--- src/rtl/bit_serial_alu_ctrl_if.sv ---
// ---------------------------------------------------------------------------
// bit_serial_alu_ctrl_if
//   Request/response bundle for the bit-serial add/subtract unit.
//
//   Parameter
//     WIDTH  : operand/result width in bits (must match the attached unit)
//
//   Signals
//     start  : request a new operation (driven by the master)
//     op     : 0 = add, 1 = subtract (a - b)
//     a, b   : operands, captured when the request is accepted
//     busy   : unit is running the serial operation
//     done   : one-cycle pulse, result/cout/ovf valid from this cycle on
//     result : WIDTH-bit sum/difference, held until the next accepted start
//     cout   : carry out of the MSB, held with result
//     ovf    : signed overflow, held with result
//
//   Handshake: start acts as a request and "not busy and not done" as the
//   ready. A request is accepted on a rising clock edge where start=1 while
//   the unit is idle; a, b and op are sampled on that same edge. start held
//   high while the unit is busy or in its done cycle is ignored, and is
//   accepted again on the first idle edge. Each accepted request produces
//   exactly one done pulse unless reset intervenes.
// ---------------------------------------------------------------------------
interface bit_serial_alu_ctrl_if #(
  parameter int WIDTH = 8
);
  logic             start;
  logic             op;
  logic [WIDTH-1:0] a;
  logic [WIDTH-1:0] b;
  logic             busy;
  logic             done;
  logic [WIDTH-1:0] result;
  logic             cout;
  logic             ovf;

  modport master (
    output start, op, a, b,
    input  busy, done, result, cout, ovf
  );

  modport slave (
    input  start, op, a, b,
    output busy, done, result, cout, ovf
  );
endinterface

--- src/rtl/bit_serial_alu_ctrl.sv ---
// ---------------------------------------------------------------------------
// bit_serial_alu_ctrl
//   Bit-serial adder/subtractor. One 1-bit full adder is time-shared over all
//   bit positions, LSB first, one bit per clock while in RUN.
//
//   Parameter
//     WIDTH      : operand/result width, 2..64
//
//   Build option
//     SERIAL_ALU_SUB_EN : when defined, op=1 selects a - b (B inverted,
//                         carry-in 1). When undefined every operation is an
//                         addition; op is still a port but is not used.
//
//   Ports
//     clk        : clock, rising edge
//     rst        : asynchronous active-high reset
//     bus        : bit_serial_alu_ctrl_if.slave (start/op/a/b in,
//                  busy/done/result/cout/ovf out)
//     dbg_state  : current FSM state (0 IDLE, 1 RUN, 2 DONE)
//
//   Timing: start accepted at edge E0 -> RUN for WIDTH cycles -> done=1 in
//   the cycle after edge E0+WIDTH -> back to IDLE; the next start can be
//   accepted at edge E0+WIDTH+2.
// ---------------------------------------------------------------------------

// Single-bit full adder shared by every bit position.
module bit_serial_fa (
  input  logic a,
  input  logic b,
  input  logic cin,
  output logic sum,
  output logic cout
);
  assign sum  = a ^ b ^ cin;
  assign cout = (a & b) | (a & cin) | (b & cin);
endmodule

module bit_serial_alu_ctrl #(
  parameter int WIDTH = 8
) (
  input  logic                   clk,
  input  logic                   rst,
  bit_serial_alu_ctrl_if.slave   bus,
  output logic [1:0]             dbg_state
);

  localparam int CNT_W = (WIDTH > 1) ? $clog2(WIDTH) : 1;
  localparam logic [CNT_W-1:0] CNT_LAST = CNT_W'(WIDTH - 1);

  typedef enum logic [1:0] {
    S_IDLE = 2'd0,
    S_RUN  = 2'd1,
    S_DONE = 2'd2
  } state_t;

  state_t             state_q, state_d;
  logic [CNT_W-1:0]   cnt_q, cnt_d;
  logic [WIDTH-1:0]   a_sh_q, a_sh_d;
  logic [WIDTH-1:0]   b_sh_q, b_sh_d;
  logic [WIDTH-1:0]   res_q, res_d;
  logic               carry_q, carry_d;
  logic               cout_q, cout_d;
  logic               ovf_q, ovf_d;

  logic               fa_a;
  logic               fa_b;
  logic               fa_sum;
  logic               fa_cout;
  logic               carry_init;

`ifdef SERIAL_ALU_SUB_EN
  logic               op_q, op_d;

  // Subtraction is a + ~b + 1: invert the B bit and seed the carry with 1.
  assign fa_b       = b_sh_q[0] ^ op_q;
  assign carry_init = bus.op;
`else
  // Addition only; op is kept on the interface but deliberately unused.
  logic               unused_op;

  assign unused_op  = bus.op;
  assign fa_b       = b_sh_q[0];
  assign carry_init = 1'b0;
`endif

  assign fa_a = a_sh_q[0];

  bit_serial_fa u_fa (
    .a    (fa_a),
    .b    (fa_b),
    .cin  (carry_q),
    .sum  (fa_sum),
    .cout (fa_cout)
  );

  // -------------------------------------------------------------------------
  // State and datapath registers
  // -------------------------------------------------------------------------
  always_ff @(posedge clk or posedge rst) begin
    if (rst) begin
      state_q <= S_IDLE;
      cnt_q   <= '0;
      a_sh_q  <= '0;
      b_sh_q  <= '0;
      res_q   <= '0;
      carry_q <= 1'b0;
      cout_q  <= 1'b0;
      ovf_q   <= 1'b0;
`ifdef SERIAL_ALU_SUB_EN
      op_q    <= 1'b0;
`endif
    end else begin
      state_q <= state_d;
      cnt_q   <= cnt_d;
      a_sh_q  <= a_sh_d;
      b_sh_q  <= b_sh_d;
      res_q   <= res_d;
      carry_q <= carry_d;
      cout_q  <= cout_d;
      ovf_q   <= ovf_d;
`ifdef SERIAL_ALU_SUB_EN
      op_q    <= op_d;
`endif
    end
  end

  // -------------------------------------------------------------------------
  // Next-state and datapath logic
  // -------------------------------------------------------------------------
  always_comb begin
    state_d = state_q;
    cnt_d   = cnt_q;
    a_sh_d  = a_sh_q;
    b_sh_d  = b_sh_q;
    res_d   = res_q;
    carry_d = carry_q;
    cout_d  = cout_q;
    ovf_d   = ovf_q;
`ifdef SERIAL_ALU_SUB_EN
    op_d    = op_q;
`endif

    case (state_q)
      S_IDLE: begin
        if (bus.start) begin
          a_sh_d  = bus.a;
          b_sh_d  = bus.b;
          cnt_d   = '0;
          carry_d = carry_init;
`ifdef SERIAL_ALU_SUB_EN
          op_d    = bus.op;
`endif
          state_d = S_RUN;
        end
      end

      S_RUN: begin
        a_sh_d  = a_sh_q >> 1;
        b_sh_d  = b_sh_q >> 1;
        // Sum bits enter at the MSB; after WIDTH shifts bit 0 sits at the LSB.
        res_d   = {fa_sum, res_q[WIDTH-1:1]};
        carry_d = fa_cout;
        cnt_d   = cnt_q + CNT_W'(1);
        if (cnt_q == CNT_LAST) begin
          // On the MSB step carry_q is the carry into the MSB.
          cout_d  = fa_cout;
          ovf_d   = carry_q ^ fa_cout;
          cnt_d   = '0;
          state_d = S_DONE;
        end
      end

      S_DONE: begin
        state_d = S_IDLE;
      end

      default: begin
        state_d = S_IDLE;
      end
    endcase
  end

  // -------------------------------------------------------------------------
  // Outputs
  // -------------------------------------------------------------------------
  assign bus.busy   = (state_q == S_RUN);
  assign bus.done   = (state_q == S_DONE);
  assign bus.result = res_q;
  assign bus.cout   = cout_q;
  assign bus.ovf    = ovf_q;
  assign dbg_state  = state_q;

endmodule

--- src/flat_wrapper.sv ---
// flat-port wrapper written by rule: the top's interface ports become plain ports
module bit_serial_alu_ctrl_flat 
#(
  parameter int WIDTH = 8
)
  (clk, rst, dbg_state, bus_start, bus_op, bus_a, bus_b, bus_busy, bus_done, bus_result, bus_cout, bus_ovf);
  bit_serial_alu_ctrl_if #(.WIDTH(WIDTH)) bus_i ();
  input  logic clk;
  input  logic rst;
  output logic [1:0] dbg_state;
  input wire logic [$bits(bus_i.start)-1:0] bus_start;
  input wire logic [$bits(bus_i.op)-1:0] bus_op;
  input wire logic [$bits(bus_i.a)-1:0] bus_a;
  input wire logic [$bits(bus_i.b)-1:0] bus_b;
  output wire logic [$bits(bus_i.busy)-1:0] bus_busy;
  output wire logic [$bits(bus_i.done)-1:0] bus_done;
  output wire logic [$bits(bus_i.result)-1:0] bus_result;
  output wire logic [$bits(bus_i.cout)-1:0] bus_cout;
  output wire logic [$bits(bus_i.ovf)-1:0] bus_ovf;
  assign bus_i.start = bus_start;
  assign bus_i.op = bus_op;
  assign bus_i.a = bus_a;
  assign bus_i.b = bus_b;
  assign bus_busy = bus_i.busy;
  assign bus_done = bus_i.done;
  assign bus_result = bus_i.result;
  assign bus_cout = bus_i.cout;
  assign bus_ovf = bus_i.ovf;
  bit_serial_alu_ctrl #(.WIDTH(WIDTH)) u_core (.clk(clk), .rst(rst), .bus(bus_i), .dbg_state(dbg_state));
endmodule
--- config.mk ---
export PLATFORM = sky130hd
export DESIGN_NAME = bit_serial_alu_ctrl_flat
export DESIGN_NICKNAME = d
export VERILOG_FILES = /design/src/rtl/bit_serial_alu_ctrl_if.sv /design/src/rtl/bit_serial_alu_ctrl.sv /design/src/flat_wrapper.sv
export SDC_FILE = /design/constraint.sdc
export NUM_CORES = 1
export LEC_CHECK = 0
export ABC_AREA = 1
export CAP_MARGIN = 20
export CORE_UTILIZATION = 50
export DETAILED_ROUTE_END_ITERATION = 8
export PLACE_DENSITY = 0.78
export SYNTH_ARGS = -nofsm -noshare
export SYNTH_HDL_FRONTEND = slang
export SYNTH_SLANG_ARGS = --single-unit
--- constraint.sdc ---
create_clock -name clk -period 1.37 [get_ports clk]
set_input_delay 0.137 -clock clk [delete_from_list [all_inputs] [get_ports clk]]
set_output_delay 0.137 -clock clk [all_outputs]
set_load 0.1 [all_outputs]
==> After elaboration in Yosys (flattened, before gate mapping) <==
Cells that the tools add are included.
{ "totals": {"ff_bits": 32, "in_bits": 20, "out_inout_bits": 14, "wordCells": 39} }
{ "classes": {"addsub": 1, "eq_ne": 5, "mux": 12, "n_bitwise": 8, "reduce_logical": 5} }
{ "ops": {"columns": ["cell", "count"], "rows": [
  ["8-bit one-hot mux with 2 select lines", 2],
  ["8-bit two-way mux", 2],
  ["3-bit two-way mux", 2],
  ["3-bit one-hot mux with 2 select lines", 1],
  ["2-bit AND reduction", 3],
  ["2-bit two-way mux", 2],
  ["2-bit one-hot mux with 2 select lines", 1],
  ["3-bit by 1-bit adder with 3-bit output (second input constant)", 1],
  ["1-bit AND", 3],
  ["3-bit equality test (second input constant)", 1],
  ["1-bit XOR", 3],
  ["2-bit by 1-bit equality test with 1-bit output (second input constant)", 1],
  ["2-bit equality test (second input constant)", 1],
  ["2-bit logical NOT", 1],
  ["2-bit by 1-bit inequality test with 1-bit output (second input constant)", 1],
  ["2-bit inequality test (second input constant)", 1],
  ["1-bit OR", 2],
  ["1-bit one-hot mux with 2 select lines", 1],
  ["2-bit nonzero test", 1],
  ["1-bit two-way mux", 1]
]} }

==> Longest topological paths before layout <==
Gate-level depths: netlist (run 1).
{ "logic_depth": {"depth_word": 4, "ltp_mapped": 6} }

==> Hierarchy <==
From an unflattened synthesis (run 1), not the netlist that was laid out.
{ "unflattened": {"hier_cells": 199, "area_unflattened_um2": 1581.5} }
{ "modules_own_cells": {"columns": ["module", "instances", "cells_per_inst", "area_per_inst_um2", "seq_area_each_um2"], "rows": [
  ["bit_serial_alu_ctrl", 1, 198, 1561.5, 800.8],
  ["bit_serial_fa", 1, 1, 20.0, 0.0]
]} }

==> Worst setup path before layout (run 1) <==
No wires, ideal clock.
{ "synth_path": {"path_kind": "reg2out", "start": "reg u_core.state_q[1], in the netlist u_core.dbg_state[1]", "end": "out bus_done", "arrival_ps": 2625, "required_ps": 1233, "path_slack_ps": -1392, "stages_incl_launch_ff": 4, "cell_sequence": "dfrtp_1 inv_4 buf_4 nor2_1"} }
{ "synth_between": {"elab_chain_len": 1} }
{ "synth_rtl": {"columns": ["item", "line", "rtl"], "rows": [
  ["from (decl)", "bit_serial_alu_ctrl.sv:56", "state_t state_q, state_d;"],
  ["from (signal assigned)", "bit_serial_alu_ctrl.sv:113", "state_q <= state_d;"],
  ["2-bit equality test", "bit_serial_alu_ctrl.sv:187", "assign bus.done = (state_q == S_DONE);"],
  ["to (decl)", "flat_wrapper.sv:16", "output wire logic [$bits(bus_i.done)-1:0] bus_done;"]
]} }
No other way between the ends.

==> Final worst setup path (run 1) <==
Same ends and word-level chain as after synthesis.

==> results of run 1 <==
-- worst max-delay path: cells and delay by family, from the launching register on --
family        cells  cell delay (ps)
flops             1              530
buf+inv           2              340
simple gates      1               70
-- metal layers --
metal,up-vias,global-route usage [%],wire (um)
li1,696,-,-
met5,-,0,0
met2,28,35.40,1604
met3,5,4.545,152
met4,0,11.96,55
met1,622,27.70,1474
-- area by class of cell --
cell class                 count  area, sq um  area share (%)
clock inverter                 1        5.005          0.2175
multi-input combinational    125        659.4           28.66
timing repair buffer          44        578.1           25.12
tap                           44        55.05           2.393
clock buffer                   7        45.04           1.958
sequential                    32        808.3           35.13
inverter                      38        150.1           6.525
-- where the power goes --
part / internal (W) / switching, W
sequential: 0.00140 / 0.000357
combinational: 0.00151 / 0.00244
clock: 0.000200 / 0.000327
total: 0.00311 / 0.00312
-- flip-flops by register name, indices dropped and copies added (netlist names) --
register           count
u_core.bus.cout        1
u_core.b_sh_q          8
u_core.bus.result      8
u_core.a_sh_q          8
u_core.bus.ovf         1
u_core.dbg_state       2
u_core.cnt_q           3
u_core.carry_q         1
-- metrics by stage --
stage	cell area, sq um	TNS (ps)	total power [W]	std cells	setup slack [ps]
after floorplan	1702	-402.8	0.004484	204	-174.3
after global placement	2190	0	0.005478	279	129.3
after detailed placement	2190	0	0.005562	279	136.3
after CTS	2281	-124.0	0.006219	290	-66.38
after global routing	2301	-171.2	0.006641	291	-94.18
final	2301	-96.18	0.006231	291	-50.35
-- layout by cell type, fill, tap and decap left out --
cell type,netlist,layout
nand3_2,10,10
inv_1,36,36
xnor2_1,1,1
clkinv_2,0,1
o21ai_2,1,1
fa_1,1,1
dfrtp_1,32,30
clkbuf_1,0,2
o21ai_1,7,7
nand2_1,77,77
buf_8,1,1
ha_1,2,2
buf_12,0,15
dfrtp_4,0,2
clkbuf_4,0,5
nor2_1,2,1
nor2_4,0,2
inv_4,1,1
inv_6,0,1
nand3_1,19,19
buf_6,3,2
clkdlybuf4s50_1,0,18
nand2_2,1,1
o21ai_0,1,1
nand2_8,1,2
buf_4,3,8
-- logic make-up after synthesis --
group | share of synthesized area [%]
xor+xnor | 0.5260
buf+inv | 13.60
compound gates | 2.930
flops | 48.08
fa+ha+maj | 2.705
simple gates | 32.16
-- what timing repair did --
| item | CTS | global route |
|---|---|---|
| hold buffers | 0 | 0 |
| setup buffers | 5 | 1 |
| pin swaps | 1 | 0 |
| endpoints found under the hold margin | 0 | 0 |
| gates resized for setup | 5 | 2 |
| endpoints found under the setup margin | 3 | 4 |
-- worst paths after layout --
kind	start	end	slack, ps
worst min register to register	u_core.a_sh_q[6]	u_core.a_sh_q[6]	480
max in group asynchronous	rst	u_core.dbg_state[1]	1050
worst min-delay path	rst	u_core.bus.result[0]	140
min in group clk	bus_a[7]	u_core.a_sh_q[7]	320
worst max register to register	u_core.dbg_state[1]	u_core.bus.result[5]	90
worst max-delay path	u_core.dbg_state[1]	bus_done	-50
==> flow_metrics.tcl, run 1 <==
set metrics [dict create \
    synth.avg_cell_area_sq_um 8.163 \
    antenna_found_initial 0 \
    gp_congestion 0.7967 \
    drtIter0Drc 37 \
    outcome "finished with violations" \
    maxCapViolations 0 \
    grt_pass1_vias 1353 \
    worst_ep_required_time_ps 1230 \
    slew_violations 0 \
    timing.final.crit_share_pct 103.7 \
    wirelength_um 3287 \
    synthTopCellsByCount "nand2_1 (77), inv_1 (36), dfrtp_1 (32), nand3_1 (19), nand3_2 (10)" \
    nNetsFinal 269 \
    slowest_stage "dfrtp_4" \
    first_pass_iters 4 \
    yosys_warnings 0 \
    max_stage_delay_ps 530 \
    cts_tree "yes" \
    peakVddDrop_mv 1.743 \
    grt_max_degree 33 \
    grt_usage_pct 21.99 \
    die-area_sq_um 3565 \
    ioPinCount 34 \
    async_reset_ff_share_pct 100.0 \
    n_fill_cell 250 \
    syn-cell-area_sq_um 1665 \
    worstSetupPathType "flip-flop to output pin" \
    leakage_nw 1.224 \
    fin_util_pct 74.15 \
    grt_first_pass_wirelength_um 5671 \
    timing_hold_violations_final 0 \
    drive_above_1_share_pct 21.05 \
    fmax_mhz 704.1 \
    cp-start-kind "flip-flop" \
    whs_ps 136.5 \
    die_h_um 59.71 \
    synth_seq_cells 32 \
    cts.htree.levels 2 \
    cts_buffers 5 \
    viasPerCell 4.643 \
    syn2layout_area_growth_pct 38.17 \
    grt_remaining_overflow 0 \
    synth_ff_type "dfrtp_1" \
    core_area_sq_um 3103 \
    clk_latency_ps 340 \
    worstHoldPathType "input port to async pin" \
    cts_root_buf "clkbuf_4" \
    synth_top_area_share_pct 48.08 \
    clock_sinks 32 \
    start_util_pct 53.67 \
    cts_buffer_depth 2 \
    rows 20 \
    synth.net_count 227 \
    arrival_ps 1280 \
    drcViolationCount 0 \
    clkTransAtPathRegs_ps 100 \
    finalClockSkew_ps 15.20 \
    min_period_ps 1420 \
    synth_edf_count 0 \
    crit_chain "inv_6 -> nor2_4 -> buf_12" \
    power.density_nw_per_um2 2708 \
    drt-wirelength-per-cell_um 11.30 \
    antenna_cells 0 \
    rsz0062_at_grt "yes" \
    ant_nets 0 \
    reg2regPathDepth 5 \
    synthCells 204 \
    synth.largest_area_cell "dfrtp_1" \
    vias 1351 \
    fin_ws_ps -50.35 \
    tightest_slew_ps 194.4 \
    synth.area.top_cells "dfrtp_1 (48%), nand2_1 (17%), inv_1 (8.1%), nand3_2 (6.0%), nand3_1 (5.7%)" \
    setup_viol_count_final 2 \
    slew_headroom_pct 87.04 \
    violations "setup timing" \
    die_width_um 59.71 \
    worstPathMaxFanout 19 \
    port_buffers 32 \
    synth_most_common_cell "nand2_1" \
    ys_seq_area_share_pct 48.08 \
    hpwl_um 2180 \
    critPathCaptureType "output pin" \
    yosysUniqueCellTypes 22 \
]
Note: power is estimated with default switching activity, not from simulation.
==> inputs of run 2 (changes only) <==
--- a/config.mk
+++ b/config.mk
@@ -7,9 +7,9 @@
 export LEC_CHECK = 0
 export ABC_AREA = 1
 export CAP_MARGIN = 20
-export CORE_UTILIZATION = 50
+export CORE_UTILIZATION = 54
 export DETAILED_ROUTE_END_ITERATION = 8
-export PLACE_DENSITY = 0.78
+export PLACE_DENSITY = 0.83
 export SYNTH_ARGS = -nofsm -noshare
 export SYNTH_HDL_FRONTEND = slang
 export SYNTH_SLANG_ARGS = --single-unit
==> constraint.sdc (replaced) <==
create_clock -name clk -period 1.85 [get_ports clk]
set_input_delay 0.185 -clock clk [delete_from_list [all_inputs] [get_ports clk]]
set_output_delay 0.185 -clock clk [all_outputs]
set_load 0.1 [all_outputs]
==> flow_metrics.tcl, run 2 (synthesis gave the netlist of run 1 again) <==
set metrics [dict create \
    grt_first_pass_wirelength_um 5451 \
    start_util_pct 58.87 \
    worstPathMaxFanout 9 \
    fin_ws_ps 207.3 \
    grt_remaining_overflow 0 \
    ioPinCount 34 \
    clk_latency_ps 320 \
    core_area_sq_um 2829 \
    wirelength_um 3022 \
    drt-wirelength-per-cell_um 11.15 \
    hpwl_um 2069 \
    cts_tree "yes" \
    outcome "finished with violations" \
    rsz0062_at_grt "no" \
    syn2layout_area_growth_pct 22.69 \
    maxCapViolations 0 \
    arrival_ps 1460 \
    drcViolationCount 3 \
    worst_ep_required_time_ps 1660 \
    violations "DRC" \
    worstHoldPathType "input port to async pin" \
    critPathCaptureType "output pin" \
    viasPerCell 4.823 \
    tightest_slew_ps 400.5 \
    min_period_ps 1643 \
    cts_hold_buf 0 \
    nNetsFinal 262 \
    cts_buffers 5 \
    clkTransAtPathRegs_ps 90 \
    cts_buffer_depth 2 \
    slew_headroom_pct 73.30 \
    finalSetupTns_ps 0 \
    post_cts_buffers 0 \
    timing.final.crit_share_pct 88.79 \
    cts_root_buf "clkbuf_4" \
    timing_hold_violations_final 0 \
    drive_above_1_share_pct 18.75 \
    port_buffers 32 \
    grt_max_degree 33 \
    die_width_um 57.54 \
    grt_pass1_vias 1217 \
    dp_slack_ps 535.3 \
    mostFrequentLayoutCells "nand2_1 (77), inv_1 (36), dfrtp_1 (30)" \
    vias 1307 \
    slowest_stage "dfrtp_2" \
    antenna_cells 0 \
    ctsResizeCount 0 \
    cts.htree.levels 2 \
    drtIter0Drc 61 \
    gp_congestion 0.7590 \
    finalClockSkew_ps 7.048 \
    rows 19 \
    first_pass_iters 6 \
    antenna_found_initial 0 \
    worstSetupPathType "flip-flop to output pin" \
    max_stage_delay_ps 540 \
    post-route-cell-area_sq_um 2043 \
    fmax_mhz 608.8 \
    setup_viol_count_final 0 \
    die_h_um 57.54 \
    clock_sinks 32 \
    crit_chain "inv_2 -> nor2_2 -> buf_12" \
    die-area_sq_um 3310 \
    ant_nets 0 \
    final_common_cell "nand2_1" \
    grt_usage_pct 21.41 \
    place_area_sq_um 1993 \
    slew_violations 0 \
    cp-start-kind "flip-flop" \
]
==> run 2: metrics by stage <==
stage / std cells / hold slack (ps) / utilization (%)
global route: 271 / 290.4 / 72.22
finish: 271 / 255.9 / 72.22
floorplan: 204 / 301.1 / -
detailed placement: 263 / 465.2 / 70.46
global placement: 263 / 461.6 / 70.46
CTS: 271 / 270.1 / 72.22
==> run 2: worst paths after layout <==
check                           slack [ps]                 from  depth (start not counted)                    to
worst max-delay path                   210  u_core.dbg_state[0]                          3              bus_busy
worst min-delay path                   260                  rst                          3  u_core.bus.result[6]
worst max register to register         490  u_core.dbg_state[1]                          5      u_core.a_sh_q[6]
worst min register to register         490     u_core.a_sh_q[4]                          2      u_core.a_sh_q[4]
max in group asynchronous             1280                  rst                          3   u_core.dbg_state[0]
min in group clk                       420             bus_a[7]                          3      u_core.a_sh_q[7]
==> run 2: final cells by class <==
class | count | area [sq um]
clock buffers | 7 | 45.04
clock inverters | 1 | 5.005
fillers | 228 | 785.8
inverters | 38 | 145.1
multi-input cells | 125 | 645.6
flip-flops and latches | 32 | 803.3
well taps | 31 | 38.79
repair buffers | 37 | 360.3
==> run 2: layer usage <==
metal | track usage (%) | routed length, um | share of wire, % | vias to the layer above
met5 | 0 | 0 | 0 | -
met4 | 6.272 | 29 | 0.96 | 0
met3 | 4.762 | 100 | 3.3 | 4
met2 | 33.55 | 1444 | 48 | 20
met1 | 29.96 | 1447 | 48 | 606
li1 | - | - | - | 677
==> run 2: worst max-delay path, delay by kind of cell, from the launching register on <==
family	cells	cell delay [ps]
flops	1	540
buf+inv	2	290
simple gates	1	290
Power of run 2 is not shown: default switching activity piles up to over one toggle a cycle in this logic, so the estimate is an artifact.
